$ cat config.mk
export PLATFORM = sky130hd
export DESIGN_NAME = io_input_monitor
export DESIGN_NICKNAME = d
export VERILOG_FILES = /design/src/rtl/io_input_monitor.sv
export SDC_FILE = /design/constraint.sdc
export NUM_CORES = 1
export LEC_CHECK = 0
export ABC_AREA = 0
export CAP_MARGIN = 10
export CORE_ASPECT_RATIO = 0.75
export CORE_MARGIN = 3
export CORE_UTILIZATION = 28
export DETAILED_ROUTE_END_ITERATION = 7
export PLACE_DENSITY_LB_ADDON = 0.08
export SLEW_MARGIN = 30
export SYNTH_ARGS = -nofsm -noshare
export SYNTH_HDL_FRONTEND = slang
export SYNTH_SLANG_ARGS = --single-unit
$ cat constraint.sdc
create_clock -name clk -period 3.17 [get_ports clk]
set_input_delay 0.4755 -clock clk [delete_from_list [all_inputs] [get_ports clk]]
set_output_delay 0.4755 -clock clk [all_outputs]
set_load 0.01 [all_outputs]
$ cat src/rtl/io_input_monitor.sv
// Discrete input bank conditioner: 2-flop synchroniser, shared-tick debounce,
// sticky rise/fall event flags with write-1-to-clear and a level interrupt.
module io_input_monitor #(
   parameter int unsigned WIDTH = 9,
   parameter int unsigned DIV_W = 16,
   parameter int unsigned STB_W = 8
) (
   input  logic             clk,
   input  logic             rst_n,
   input  logic [WIDTH-1:0] pad_y,
   input  logic [DIV_W-1:0] cfg_div,
   input  logic [STB_W-1:0] cfg_stable,
   input  logic [WIDTH-1:0] rise_en,
   input  logic [WIDTH-1:0] fall_en,
   input  logic             clr_stb,
   input  logic [WIDTH-1:0] clr_mask,
   output logic [WIDTH-1:0] state_out,
   output logic [WIDTH-1:0] event_out,
   output logic             valid,
   output logic             irq
);

   localparam logic [1:0] PH_WAIT0 = 2'd0;
   localparam logic [1:0] PH_WAIT1 = 2'd1;
   localparam logic [1:0] PH_PRIME = 2'd2;
   localparam logic [1:0] PH_RUN   = 2'd3;

   logic [1:0]       phase;
   logic [WIDTH-1:0] sync_a;
   logic [WIDTH-1:0] sync;
   logic [DIV_W-1:0] div_cnt;
   logic             tick;
   logic [STB_W-1:0] stb_cnt [WIDTH];
   logic [WIDTH-1:0] accept;
   logic [WIDTH-1:0] event_set;
   logic [WIDTH-1:0] event_clr;

   always_ff @(posedge clk or negedge rst_n) begin
      if (!rst_n) begin
         sync_a <= '0;
         sync   <= '0;
      end else begin
         sync_a <= pad_y;
         sync   <= sync_a;
      end
   end

   // Two settling edges, then the third edge primes state_out from sync.
   always_ff @(posedge clk or negedge rst_n) begin
      if (!rst_n) begin
         phase <= PH_WAIT0;
      end else begin
         case (phase)
            PH_WAIT0: phase <= PH_WAIT1;
            PH_WAIT1: phase <= PH_PRIME;
            default:  phase <= PH_RUN;
         endcase
      end
   end

   assign valid = (phase == PH_RUN);
   // >= lets a lowered cfg_div wrap on the next cycle instead of running to overflow.
   assign tick  = valid && (div_cnt >= cfg_div);

   always_ff @(posedge clk or negedge rst_n) begin
      if (!rst_n) begin
         div_cnt <= '0;
      end else if (phase == PH_PRIME) begin
         div_cnt <= '0;
      end else if (valid) begin
         div_cnt <= tick ? '0 : div_cnt + 1'b1;
      end
   end

   always_comb begin
      accept = '0;
      for (int unsigned i = 0; i < WIDTH; i++) begin
         accept[i] = tick && (sync[i] != state_out[i]) && (stb_cnt[i] >= cfg_stable);
      end
   end

   always_ff @(posedge clk or negedge rst_n) begin
      if (!rst_n) begin
         for (int unsigned i = 0; i < WIDTH; i++) stb_cnt[i] <= '0;
      end else begin
         for (int unsigned i = 0; i < WIDTH; i++) begin
            if (!valid || sync[i] == state_out[i]) begin
               stb_cnt[i] <= '0;
            end else if (tick) begin
               if (stb_cnt[i] >= cfg_stable) stb_cnt[i] <= '0;
               else if (stb_cnt[i] != '1)    stb_cnt[i] <= stb_cnt[i] + 1'b1;
            end
         end
      end
   end

   always_ff @(posedge clk or negedge rst_n) begin
      if (!rst_n) begin
         state_out <= '0;
      end else if (phase == PH_PRIME) begin
         state_out <= sync;
      end else if (valid) begin
         state_out <= state_out ^ accept;
      end
   end

   // Accepted bits flip to sync, so sync gives the new level for edge direction.
   assign event_set = accept & ((sync & rise_en) | (~sync & fall_en));
   assign event_clr = clr_stb ? clr_mask : '0;

   always_ff @(posedge clk or negedge rst_n) begin
      if (!rst_n) begin
         event_out <= '0;
         irq       <= 1'b0;
      end else begin
         event_out <= (event_out & ~event_clr) | event_set;
         irq       <= |event_out;
      end
   end

endmodule
==> results.json <==
{
  "status": "finished, final reports clean",
  "core_area_sq_um": 30300,
  "drt_wl_total_microns": 27400,
  "setup_viol": 0,
  "hpwl_microns": 19800,
  "synth.area.top_cells": "dfrtp_1, ha_1, nand2_1",
  "cts-root-buf": "clkbuf_16",
  "rows": 55,
  "path_clk_slew_ps": 60,
  "path_cells": "clkdlybuf4s50_1 -> inv_1 -> ha_1 -> a211oi_2 -> nor2_1 -> o31ai_4 -> and3_4 -> buf_4 -> a2111oi_0 -> a21o_1",
  "cpMaxStageDelayCell": "clkdlybuf4s50_1",
  "syn_area_per_cell_sq_um": 9.01,
  "syn_area_sq_um": 8680,
  "die-width_microns": 209,
  "max_stage_delay_ps": 450,
  "start_util_pct": 28.6,
  "grt_first_pass_wirelength_microns": 43700,
  "ir_drop_uv": 271,
  "hold_viol": 0,
  "fin_nets": 1245,
  "ios": 83,
  "antenna_found_initial": 0,
  "syn_nets": 1124,
  "worstMarginPinSlew_ps": 766,
  "overflow": 0,
  "vias_per_cell": 5.07,
  "first_global_vias": 7382,
  "io_buffers": 82,
  "cellLeakagePower_nw": 4.78,
  "startpoint": "cfg_div[9]",
  "cts_buffers": 17,
  "setup_tns_ps": 0,
  "crit_path_end_kind": "register",
  "clk-insertion-delay-late_ps": 430,
  "rsz0062_at_grt": "no",
  "final_antenna_net_count": 0,
  "drv_cap": 0,
  "rr_startpoint": "div_cnt[9]$_DFFE_PN0P_",
  "synth_cells": 963,
  "critPathKind": "in2reg",
  "htree_levels": 4,
  "start_kind": "input port",
  "synth_warnings": 0,
  "cts_max_path_buffers": 2,
  "diodes": 0,
  "post-cts-setup-buffer-count": 0,
  "grt_max_degree": 62,
  "cts_resized": 0,
  "drtIter0Drc": 445,
  "crit_buf_inv": 3,
  "hold_path.class": "in2async",
  "fin_crit_sh_pct": 82.6,
  "cts_hold_buf": 0,
  "drtPass1Iterations": 5,
  "cts_tree": "built",
  "total_power_mw": 4.24,
  "drv_slew": 0,
  "synthDistinctLibCells": 68,
  "seq_area_frac_synth_pct": 36.6,
  "die_area_sq_um": 33200,
  "cts.sinks": 127,
  "relSlewSlack_pct": 48.7,
  "crit_arrival_ps": 2940,
  "drcViolationCount": 0,
  "period_minus_slack_ps": 2620,
  "routedWlPerCell_microns": 18.3,
  "cp_max_fo": 16,
  "drive_gt1_share_pct": 10.7,
  "ys.flop_type": "dfrtp_1",
  "yosys_register_bits": 127,
  "max_freq_ghz": 0.382,
  "vias": 7582,
  "gp_congestion": 0.787,
  "synth_top_area_share_pct": 36.6,
  "crit_required_ps": 3490,
  "gr-usage-all-layers_pct": 17.0,
  "area_growth_syn_to_layout_pct": 25.0,
  "yosysTopAreaCell": "dfrtp_1",
  "die_y_microns": 158,
  "cp_top_family": "compound AO/OA/AOI/OAI gates",
  "ys_async_sr_fraction_pct": 100,
  "synth_edf_count": 0,
  "p_per_area_nw_per_um2": 391,
  "worst_clock_skew_ps": 8.71
}
[cells in the mapped netlist, types with 10 or more instances]
master,count
a211oi_1,12
a21oi_1,52
a31oi_1,26
and3_1,17
clkbuf_1,13
dfrtp_1,127
ha_1,98
inv_1,57
mux2_2,10
nand2_1,125
nand2b_1,22
nand3_1,59
nand4_1,18
nor2_1,45
nor2b_1,13
nor3_1,17
nor4_1,10
o21ai_0,49
o22ai_1,19
or3_1,13
[report_power, final]
group	internal [mW]	switching (mW)	leakage [nW]	total, mW
registers	1.67	0.0712	1.69	1.74
clock network	1.18	0.803	0.275	1.98
logic	0.226	0.289	2.82	0.515
total	3.08	1.16	4.78	4.24
[per-layer routing]
metal	routed length, microns	global-route usage (%)	vias to the layer above
met5	0	0	-
met4	367	4.65	0
met3	1030	3.53	19
met2	11200	24.3	141
met1	14800	25.8	3600
li1	-	-	3822
[cell type report]
type | instances | area, sq um
repair buffers | 132 | 1270
clock buffers | 19 | 443
flip-flops and latches | 127 | 3180
inverters | 58 | 218
multi-input cells | 748 | 5100
clock inverters | 13 | 140
fillers | 3070 | 19500
well taps | 399 | 499
[sequential cells by signal, summed over array words and instances, names as in the netlist]
register   cells
stb_cnt       72
div_cnt       16
event_out      9
state_out      9
sync           9
sync_a         9
phase          2
irq            1
[cells by family after synthesis]
group           synth area share [%]
mux                             1.99
fa+ha+maj                       14.1
compound gates                  19.9
xor+xnor                        1.21
simple gates                    21.5
flops                           36.6
buf+inv                         4.63
[per-stage QoR]
stage	std cells	area, sq um	worst slack, ps	util, %	hold slack (ps)
2_1_floorplan	963	8680	893	-	180
3_3_place_gp	1464	10300	100	33.8	331
3_5_place_dp	1464	10300	81.5	33.8	336
4_1_cts	1496	10800	546	35.7	80.3
5_1_grt	1496	10800	381	35.7	93.4
6_report	1496	10800	553	35.7	21.0
[cell usage in the layout, fill, tap and decap left out, types with 22 or more instances in the layout]
cell,instances
clkdlybuf4s50_1,81
ha_1,98
a31oi_1,26
nand2b_1,22
buf_4,44
inv_1,57
o21ai_0,49
a21oi_1,52
nor2_1,45
nand2_1,125
dfrtp_1,127
nand3_1,59
[worst paths after layout]
path                                           end  slack, ps  cells past startpoint
max                        stb_cnt[35]$_DFFE_PN0P_        550                     10
min                        stb_cnt[26]$_DFFE_PN0P_         20                      1
max reg2reg                stb_cnt[35]$_DFFE_PN0P_        620                      8
min reg2reg                      sync[5]$_DFF_PN0_        350                      0
max in group asynchronous  stb_cnt[14]$_DFFE_PN0P_       2310                      2
min in group clk                 sync[5]$_DFF_PN0_        350                      0
Power figures use the tool's default switching activity.
